$ cat src/rtl/burst_slot_buffer_if.sv
// Bundle of write-side, drain-request and read-side signals for burst_slot_buffer.
// BURST_SLOT_BUFFER_PARITY_EN adds err_inject and rd_parity_err.
interface burst_slot_buffer_if #(
    parameter int unsigned DATA_WIDTH = 64,
    parameter int unsigned NUM_SLOTS  = 4
);
    localparam int unsigned SW = $clog2(NUM_SLOTS);

    logic                  wr_valid;
    logic                  wr_ready;
    logic [DATA_WIDTH-1:0] wr_data;
    logic [SW-1:0]         wr_slot_id;
    logic                  rd_req_valid;
    logic [SW-1:0]         rd_req_slot;
    logic                  rd_req_ready;
    logic                  rd_valid;
    logic                  rd_ready;
    logic [DATA_WIDTH-1:0] rd_data;
    logic                  rd_last;
    logic [NUM_SLOTS-1:0]  full_mask;
    logic [SW:0]           free_count;
`ifdef BURST_SLOT_BUFFER_PARITY_EN
    logic                  err_inject;
    logic                  rd_parity_err;
`endif

    modport slave (
`ifdef BURST_SLOT_BUFFER_PARITY_EN
        input  err_inject,
        output rd_parity_err,
`endif
        input  wr_valid, wr_data, rd_req_valid, rd_req_slot, rd_ready,
        output wr_ready, wr_slot_id, rd_req_ready, rd_valid, rd_data, rd_last,
        output full_mask, free_count
    );

    modport master (
`ifdef BURST_SLOT_BUFFER_PARITY_EN
        output err_inject,
        input  rd_parity_err,
`endif
        output wr_valid, wr_data, rd_req_valid, rd_req_slot, rd_ready,
        input  wr_ready, wr_slot_id, rd_req_ready, rd_valid, rd_data, rd_last,
        input  full_mask, free_count
    );
endinterface

$ cat src/rtl/burst_slot_buffer.sv
// Multi-slot burst buffer: self-allocating write FSM fills slots, read FSM drains a slot by ID.
// Optional per-beat parity under BURST_SLOT_BUFFER_PARITY_EN.
module burst_slot_buffer #(
    parameter int unsigned DATA_WIDTH = 64,
    parameter int unsigned NUM_SLOTS  = 4,
    parameter int unsigned BURST_LEN  = 8
) (
    input logic                clk,
    input logic                rst,
    burst_slot_buffer_if.slave bus
);
    localparam int unsigned SW = $clog2(NUM_SLOTS);
    localparam int unsigned BW = $clog2(BURST_LEN);
    localparam int unsigned CW = SW + 1;
    localparam logic [BW-1:0] LastBeat = BW'(BURST_LEN - 1);

    typedef enum logic [1:0] {SlotFree, SlotFilling, SlotFull, SlotDraining} slot_e;
    typedef enum logic {WIdle, WFill} wstate_e;
    typedef enum logic {RIdle, RStream} rstate_e;

    logic [DATA_WIDTH-1:0] mem [NUM_SLOTS][BURST_LEN];

    slot_e                 slot_q [NUM_SLOTS];
    slot_e                 slot_d [NUM_SLOTS];
    wstate_e               wstate_q;
    rstate_e               rstate_q;
    logic [SW-1:0]         wslot_q, rslot_q, free_idx;
    logic [BW-1:0]         wbeat_q, rbeat_q;
    logic                  wr_ready_q, rdone_q, rd_valid_q, rd_last_q;
    logic [DATA_WIDTH-1:0] rd_data_q;
    logic [NUM_SLOTS-1:0]  full_mask_q, full_d;
    logic [CW-1:0]         free_count_q, free_d;
    logic                  free_any, claim, wr_hs, wr_last, req_ready, req_hs, rd_hs, rd_done;
    logic                  rd_load;

    always_comb begin
        free_any = 1'b0;
        free_idx = '0;
        for (int i = NUM_SLOTS - 1; i >= 0; i--) begin
            if (slot_q[i] == SlotFree) begin
                free_any = 1'b1;
                free_idx = SW'(i);
            end
        end
    end

    assign claim     = (wstate_q == WIdle) && free_any;
    assign wr_hs     = bus.wr_valid && wr_ready_q;
    assign wr_last   = wr_hs && (wbeat_q == LastBeat);
    assign req_ready = (rstate_q == RIdle) && (slot_q[bus.rd_req_slot] == SlotFull);
    assign req_hs    = bus.rd_req_valid && req_ready;
    assign rd_hs     = rd_valid_q && bus.rd_ready;
    assign rd_done   = rd_hs && rd_last_q;
    // Output register doubles as the registered array read; refill whenever it empties or moves.
    assign rd_load   = (rstate_q == RStream) && !rdone_q && (!rd_valid_q || bus.rd_ready);

    // The two FSMs never touch the same slot, so these updates cannot collide.
    always_comb begin
        slot_d = slot_q;
        if (claim)   slot_d[free_idx]        = SlotFilling;
        if (wr_last) slot_d[wslot_q]         = SlotFull;
        if (req_hs)  slot_d[bus.rd_req_slot] = SlotDraining;
        if (rd_done) slot_d[rslot_q]         = SlotFree;
    end

    always_comb begin
        full_d = '0;
        free_d = '0;
        for (int i = 0; i < NUM_SLOTS; i++) begin
            if (slot_d[i] == SlotFull) full_d[i] = 1'b1;
            if (slot_d[i] == SlotFree) free_d = free_d + CW'(1);
        end
    end

    always_ff @(posedge clk) begin
        if (!rst && wr_hs) mem[wslot_q][wbeat_q] <= bus.wr_data;
    end

    always_ff @(posedge clk) begin
        if (rst) begin
            for (int i = 0; i < NUM_SLOTS; i++) slot_q[i] <= SlotFree;
            wstate_q     <= WIdle;
            rstate_q     <= RIdle;
            wslot_q      <= '0;
            wbeat_q      <= '0;
            wr_ready_q   <= 1'b0;
            rslot_q      <= '0;
            rbeat_q      <= '0;
            rdone_q      <= 1'b0;
            rd_valid_q   <= 1'b0;
            rd_data_q    <= '0;
            rd_last_q    <= 1'b0;
            full_mask_q  <= '0;
            free_count_q <= CW'(NUM_SLOTS);
        end else begin
            slot_q       <= slot_d;
            full_mask_q  <= full_d;
            free_count_q <= free_d;

            unique case (wstate_q)
                WIdle: if (claim) begin
                    wslot_q    <= free_idx;
                    wbeat_q    <= '0;
                    wr_ready_q <= 1'b1;
                    wstate_q   <= WFill;
                end
                WFill: if (wr_hs) begin
                    wbeat_q <= wbeat_q + BW'(1);
                    if (wr_last) begin
                        wr_ready_q <= 1'b0;
                        wstate_q   <= WIdle;
                    end
                end
                default: wstate_q <= WIdle;
            endcase

            unique case (rstate_q)
                RIdle: if (req_hs) begin
                    rslot_q  <= bus.rd_req_slot;
                    rbeat_q  <= '0;
                    rdone_q  <= 1'b0;
                    rstate_q <= RStream;
                end
                RStream: begin
                    if (rd_load) begin
                        rd_valid_q <= 1'b1;
                        rd_data_q  <= mem[rslot_q][rbeat_q];
                        rd_last_q  <= (rbeat_q == LastBeat);
                        rdone_q    <= (rbeat_q == LastBeat);
                        rbeat_q    <= rbeat_q + BW'(1);
                    end else if (rd_hs) begin
                        rd_valid_q <= 1'b0;
                        rd_last_q  <= 1'b0;
                    end
                    if (rd_done) rstate_q <= RIdle;
                end
                default: rstate_q <= RIdle;
            endcase
        end
    end

`ifdef BURST_SLOT_BUFFER_PARITY_EN
    logic mem_par [NUM_SLOTS][BURST_LEN];
    logic rd_perr_q;

    always_ff @(posedge clk) begin
        if (!rst && wr_hs) mem_par[wslot_q][wbeat_q] <= (^bus.wr_data) ^ bus.err_inject;
    end

    always_ff @(posedge clk) begin
        if (rst) begin
            rd_perr_q <= 1'b0;
        end else if (rd_load) begin
            rd_perr_q <= (^mem[rslot_q][rbeat_q]) ^ mem_par[rslot_q][rbeat_q];
        end else if (rd_hs) begin
            rd_perr_q <= 1'b0;
        end
    end

    assign bus.rd_parity_err = rd_perr_q;
`endif

    assign bus.wr_ready     = wr_ready_q;
    assign bus.wr_slot_id   = wslot_q;
    assign bus.rd_req_ready = req_ready;
    assign bus.rd_valid     = rd_valid_q;
    assign bus.rd_data      = rd_data_q;
    assign bus.rd_last      = rd_last_q;
    assign bus.full_mask    = full_mask_q;
    assign bus.free_count   = free_count_q;
endmodule

$ cat src/flat_wrapper.sv
// flat-port wrapper written by rule: the top's interface ports become plain ports
module burst_slot_buffer_flat 
#(
    parameter int unsigned DATA_WIDTH = 64,
    parameter int unsigned NUM_SLOTS  = 4,
    parameter int unsigned BURST_LEN  = 8
)
  (clk, rst, bus_wr_valid, bus_wr_data, bus_rd_req_valid, bus_rd_req_slot, bus_rd_ready, bus_wr_ready, bus_wr_slot_id, bus_rd_req_ready, bus_rd_valid, bus_rd_data, bus_rd_last, bus_full_mask, bus_free_count);
  burst_slot_buffer_if #(.DATA_WIDTH(DATA_WIDTH), .NUM_SLOTS(NUM_SLOTS)) bus_i ();
  input logic clk;
  input logic rst;
  input wire logic [$bits(bus_i.wr_valid)-1:0] bus_wr_valid;
  input wire logic [$bits(bus_i.wr_data)-1:0] bus_wr_data;
  input wire logic [$bits(bus_i.rd_req_valid)-1:0] bus_rd_req_valid;
  input wire logic [$bits(bus_i.rd_req_slot)-1:0] bus_rd_req_slot;
  input wire logic [$bits(bus_i.rd_ready)-1:0] bus_rd_ready;
  output wire logic [$bits(bus_i.wr_ready)-1:0] bus_wr_ready;
  output wire logic [$bits(bus_i.wr_slot_id)-1:0] bus_wr_slot_id;
  output wire logic [$bits(bus_i.rd_req_ready)-1:0] bus_rd_req_ready;
  output wire logic [$bits(bus_i.rd_valid)-1:0] bus_rd_valid;
  output wire logic [$bits(bus_i.rd_data)-1:0] bus_rd_data;
  output wire logic [$bits(bus_i.rd_last)-1:0] bus_rd_last;
  output wire logic [$bits(bus_i.full_mask)-1:0] bus_full_mask;
  output wire logic [$bits(bus_i.free_count)-1:0] bus_free_count;
  assign bus_i.wr_valid = bus_wr_valid;
  assign bus_i.wr_data = bus_wr_data;
  assign bus_i.rd_req_valid = bus_rd_req_valid;
  assign bus_i.rd_req_slot = bus_rd_req_slot;
  assign bus_i.rd_ready = bus_rd_ready;
  assign bus_wr_ready = bus_i.wr_ready;
  assign bus_wr_slot_id = bus_i.wr_slot_id;
  assign bus_rd_req_ready = bus_i.rd_req_ready;
  assign bus_rd_valid = bus_i.rd_valid;
  assign bus_rd_data = bus_i.rd_data;
  assign bus_rd_last = bus_i.rd_last;
  assign bus_full_mask = bus_i.full_mask;
  assign bus_free_count = bus_i.free_count;
  burst_slot_buffer #(.DATA_WIDTH(DATA_WIDTH), .NUM_SLOTS(NUM_SLOTS), .BURST_LEN(BURST_LEN)) u_core (.clk(clk), .rst(rst), .bus(bus_i));
endmodule
$ cat config.mk
export PLATFORM = sky130hd
export DESIGN_NAME = burst_slot_buffer_flat
export DESIGN_NICKNAME = d
export VERILOG_FILES = /design/src/rtl/burst_slot_buffer_if.sv /design/src/rtl/burst_slot_buffer.sv /design/src/flat_wrapper.sv
export SDC_FILE = /design/constraint.sdc
export NUM_CORES = 2
export LEC_CHECK = 0
export BUFFER_PORTS_ARGS = -buffer_cell sky130_fd_sc_hd__buf_2
export CELL_PAD_IN_SITES_DETAIL_PLACEMENT = 1
export CELL_PAD_IN_SITES_GLOBAL_PLACEMENT = 2
export CORE_MARGIN = 2
export CORE_UTILIZATION = 28
export CTS_CLUSTER_DIAMETER = 30
export DETAILED_ROUTE_END_ITERATION = 7
export PLACE_DENSITY_LB_ADDON = 0.15
export SLEW_MARGIN = 10
export SYNTH_ARGS = -nofsm -noshare
export SYNTH_HDL_FRONTEND = slang
export SYNTH_SLANG_ARGS = --single-unit
$ cat constraint.sdc
create_clock -name clk -period 5.53 [get_ports clk]
set_clock_uncertainty 0.05 [all_clocks]
set_input_delay 0.553 -clock clk [delete_from_list [all_inputs] [get_ports clk]]
set_output_delay 0.553 -clock clk [all_outputs]
set_load 0.1 [all_outputs]
# After elaboration in Yosys (flattened, before gate mapping)
# Memory sizes are Yosys's and may differ from the RTL's. A register that Yosys moved wholly into a read port is not among the register bits.
# Cells that the tools add are included.
[op_classes]
addsub = 5
mul = 0
div_mod_pow = 0
n_lt_le_gt_ge = 11
n_eq_ne = 12
shift = 0
mux = 63
bitwise = 17
n_reduce_logical = 35
[op_table]
columns = ["op", "count"]
rows = [
  ["2-to-1 mux 512 bit", 1],
  ["binary-select mux 64 bit (select 3 bit)", 1],
  ["demux 64 bit (select 3 bit)", 1],
  ["2-to-1 mux 64 bit", 3],
  ["2-to-1 mux 8 bit", 4],
  ["2-to-1 mux 2 bit", 12],
  ["2-to-1 mux 1 bit", 23],
  ["2-to-1 mux 3 bit", 7],
  ["demux 2 bit (select 2 bit)", 4],
  ["logical NOT 2 bit", 8],
  ["logical AND 1 bit", 15],
  ["adder 3 x 1 -> 3 bit (second input constant)", 4],
  [">= comparator 3 bit (second input constant)", 4],
  ["less-than comparator 3 x 1 -> 1 bit (second input constant)", 4],
  ["inverter 2 -> 3 bit", 4],
  ["one-hot mux 3 bit (2 select lines)", 2],
  ["AND reduction 2 bit", 6],
  ["== test 2 bit (second input constant)", 5],
  ["bitwise AND 4 bit", 2],
  ["bitwise AND 8 bit", 1],
  [">= comparator 4 bit (second input constant)", 2],
  ["inverter 3 -> 4 bit", 2],
  ["inverter 4 bit", 2],
  ["inverter 8 bit", 1],
  ["14 further kinds", 25],
]
[totals]
reg_bits = 95
latch_bits = 0
ram_bits = 2048
romBits = 0
in_bits = 71
out_inout_bits = 77
mem_count = 1
[memory_table]
columns = ["name", "depth", "width", "rd", "rd_ports_with_merged_regs", "wr", "line_no", "rtl"]
rows = [
  ["u_core.mem", 4, 512, 1, 1, 1, "burst_slot_buffer.sv:21", "logic [DATA_WIDTH-1:0] mem [NUM_SLOTS][BURST_LEN];"],
]

# Logic depth before layout (Yosys ltp)
[logic_depth]
ltp_word = 27
depth_mapped = 13
depth_no_buf = 13

# Worst setup path before layout
# No wires, ideal clock.
[synth_timing]
path_kind = "flip-flop to flip-flop"
startpoint = "register u_core.wr_ready_q (netlist: u_core.bus.wr_ready)"
endpoint = "memory u_core.mem[0][0] (netlist name) (enable)"
arrival_ps = 4562
required_time_ps = 4994
path_slack_ps = 431
stages_incl_launch_ff = 6
period_less_slack_ps = 5099
cell_sequence = "dfxtp_1 clkbuf_1 nand2_1 nor3b_1 nand3_1 nor2_1"
[synth_via]
elab_chain_cells = 4
[synth_lines]
columns = ["element", "line_no", "rtl"]
rows = [
  ["start, declared", "burst_slot_buffer.sv:29", "logic wr_ready_q, rdone_q, rd_valid_q, rd_last_q;"],
  ["start signal, assigned", "burst_slot_buffer.sv:86", "wr_ready_q <= 1'b0;"],
  ["start signal, assigned", "burst_slot_buffer.sv:104", "wr_ready_q <= 1'b1;"],
  ["start signal, assigned", "burst_slot_buffer.sv:110", "wr_ready_q <= 1'b0;"],
  ["logical AND 1 bit", "burst_slot_buffer.sv:48", "assign wr_hs = bus.wr_valid && wr_ready_q;"],
  ["logical AND 1 bit", "burst_slot_buffer.sv:76", "if (!rst && wr_hs) mem[wslot_q][wbeat_q] <= bus.wr_data;"],
  ["2-to-1 mux 1 bit", "burst_slot_buffer.sv:76", ""],
  ["2-to-1 mux 512 bit (not written as such)", "burst_slot_buffer.sv:76", ""],
  ["end, declared", "burst_slot_buffer.sv:21", ""],
]
# Every way passes these cells.

# Final worst setup path
[layout_timing]
startpoint = "register u_core.wr_ready_q (netlist: u_core.bus.wr_ready)"
endpoint = "memory u_core.mem[1][416] (netlist name) (enable)"
# Same word-level chain as after synthesis.

==> summary.md <==
| Metric | Value |
|---|---|
| Outcome | finished clean |
| Vias in the first global route | 44700 |
| Total GRT Usage | 17.1% |
| Root Driver | clkbuf_16 |
| Avg Inst Size Synth | 22.3 um2 |
| Mapped Area | 81100 um2 |
| IO Port Bufs | 147 |
| H-tree levels | 5 |
| Hold slack | 0.0822 ns |
| Clock sinks | 2145 |
| Synth Area in Compound Gates | 3.73% |
| Clock latency on the worst-skew pair | 0.90 ns |
| Fin nets | 4261 |
| Post-synthesis simple-gate area fraction | 1.49% |
| Maximum vdd drop | 268 uV |
| Routed Wire Length | 252 mm |
| Period utilization | 63.6% |
| CP max FO | 22 |
| Antenna violations before repair | 29 |
| Die Span Y | 542 um |
| Total CTS buffers | 488 |
| Top cell by count, worst path | nand2_1 |
| Io pins | 148 |
| Post-synthesis mux area share | 15.0% |
| DR vias | 40900 |
| Worst Setup End Kind | flop |
| Die X | 542 um |
| Pwr/cell area | 455 nW/um2 |
| Power Total | 47400 uW |
| Post-Layout Cell Count | 8387 |
| HP Class | in -> reg |
| Vias/cell | 4.88 |
| Post-layout min period | 3.52 ns |
| Row Count | 197 |
| Pin count of the biggest net entering global routing | 74 |
| Synth Register Bits | 2145 |
| Clock transition at path regs | 0.04 ns |
| Synthesized instance count | 3629 |
| Critical path required time | 5.96 ns |
| Commonest non-fill, non-tap cell in the layout | edfxtp_1 |
| Fmax | 0.284 GHz |
| RSZ-0062 raised after global routing | false |
| Post-cts resize count | 0 |
| Startpoint types | flop |
| Post-synthesis xor/xnor area fraction | 0.0108% |
| Post-synthesis sequential area ratio | 78.2% |
| Post-route setup slack | 2.01 ns |
| Post-Synth Adder-Cell Area | 0.108% |
| Initial Utilization | 28.1% |
| CP peak stage delay | 0.73 ns |
| Pre-CTS WS | 1.84 ns |
| Asr flop ratio synth | 0% |
| Hold Vio Cnt, Final | 0 |
| Commonest cells after routing, fill and taps aside | edfxtp_1, mux4_2, clkbuf_16, buf_2, a22oi_1 |
| Drt first-iter violations | 3175 |
| Pins Over Slew Limit | 0 |
| Routed WL per cell | 30.1 um |
| Distinct cell type count after synthesis | 58 |
| P&R area growth vs syn | 28.5% |
| Synth top area share | 75.8% |
| Slew @ Worst Pin | 1.12 ns |
| Final setup TNS | 0 ns |
| Max-cap violations | 0 |
| Die area | 294000 um2 |
| CTS tree | done |
| Initial DRT Pass Iterations | 5 |
| Pleak | 0.0327 uW |
| Endpoints failing setup | 0 |
| Core box area | 288000 um2 |
| Slew HR | 25.1% |
| GPL Wtd Cong | 0.704 |
| Area leader, netlist | edfxtp_1 |
| CP max-delay cell | nor3b_1 |
| Syn_nets | 3707 |
| Top_reg_cell synth | edfxtp_1 |
| Largest buffer count on any clock path | 4 |
| First-pass GRT wire length | 354 mm |
| Crit path kind | reg -> reg |
| Grt ovf | 0 |
| Number of synthesized flops with an enable pin | 2048 |
| Placed cells | 7471 |
| Routed Antenna Nets | 0 |
| Main area contributors after synthesis | edfxtp_1, mux4_2, dfxtp_1 |
| Hpwl dp | 132 mm |
| Main combinational cell family by area after synthesis | multiplexers |
| Share of layout cells above drive strength 1 | 34.8% |
| Arrival time of the worst setup path | 3.94 ns |
| Synth Warn # | 0 |
| # DRC | 0 |
| Worst path cell trace | nand2_1 -> nor3b_1 -> nand2_1 -> nor2_4 -> buf_4 |
==> layout make-up <==
| cell class | count | area, um2 |
|---|---|---|
| repair buffers | 272 | 2330 |
| clock inverters | 324 | 4030 |
| multi-input cells | 1267 | 16800 |
| inverters | 9 | 38.8 |
| fillers | 27600 | 184000 |
| well taps | 3781 | 4730 |
| flip-flops and latches | 2145 | 63500 |
| diodes | 3 | 7.51 |
| clock buffers | 586 | 12800 |
==> layer usage <==
| layer | global-route usage (%) | vias to the layer above | routed length (um) |
|---|---|---|---|
| met5 | 0 | - | 101 |
| met4 | 4.61 | 14 | 5850 |
| met3 | 3.06 | 433 | 12500 |
| met2 | 27.3 | 1175 | 119000 |
| met1 | 23.8 | 22400 | 115000 |
| li1 | - | 16900 | - |
==> kinds of logic after synthesis <==
logic type | count (synthesis)
AND/OR/NAND/NOR | 240
AO/OA/AOI/OAI | 426
multiplexers | 593
XOR/XNOR | 1
flip-flops | 2145
buffers and inverters | 217
adder cells (fa/ha/maj) | 7
==> metrics by stage <==
stage                     utilization [%]  instance area [um2]
after floorplan                         -                81100
after global placement               30.3                87300
after detailed placement             30.3                87300
after CTS                            36.2               104000
after global routing                 36.2               104000
final                                36.2               104000
==> what timing repair did <==
action                     in CTS  in global routing
buffers inserted                0                  0
setup endpoints to repair       0                  0
hold buffers                    3                  0
hold endpoints to repair        5                  0
==> flip-flops by register name, indices dropped and copies added, names as in the netlist, named ones only <==
name and flops:
u_core.bus.rd_valid 1, u_core.rbeat_q 3, u_core.bus.free_count 3, u_core.wstate_q 1, u_core.bus.wr_slot_id 2, u_core.bus.wr_ready 1
u_core.mem 2048, u_core.rstate_q 1, u_core.rdone_q 1, u_core.rslot_q 2, u_core.bus.rd_data 64, u_core.bus.full_mask 4
u_core.bus.rd_last 1, u_core.slot_q 8, u_core.wbeat_q 3
==> cells in the mapped netlist (all sizes together), types with 64 or more instances <==
library cell	n
dfxtp	97
a2111oi	70
nor2	75
mux4	498
o21ai	67
clkbuf	99
a22oi	121
mux2i	80
buf	109
a211oi	65
o22ai	64
edfxtp	2048
==> where the power goes <==
| part | internal [uW] | switching (uW) | total, uW |
|---|---|---|---|
| registers | 17900 | 12.8 | 17900 |
| logic | 59.7 | 349 | 409 |
| clock network | 20000 | 9110 | 29100 |
==> critical path, delay by kind of cell (launching register included) <==
kind,cells,cell delay (ns)
AND/OR/NAND/NOR,4,1.89
buffers and inverters,1,0.63
flip-flops,1,0.47
==> final timing paths <==
path / from / end / slack, ns / cells past startpoint
worst min-delay path: bus_rd_req_slot[0] / u_core.slot_q[2] / 0.08 / 4
worst max register to register: u_core.bus.wr_ready / u_core.mem[1][416] / 2.01 / 5
worst min register to register: u_core.slot_q[7] / u_core.slot_q[7] / 0.48 / 2
worst max-delay path: u_core.bus.wr_ready / u_core.mem[1][416] / 2.01 / 5
No activity file was read; power rests on OpenSTA's default activity.
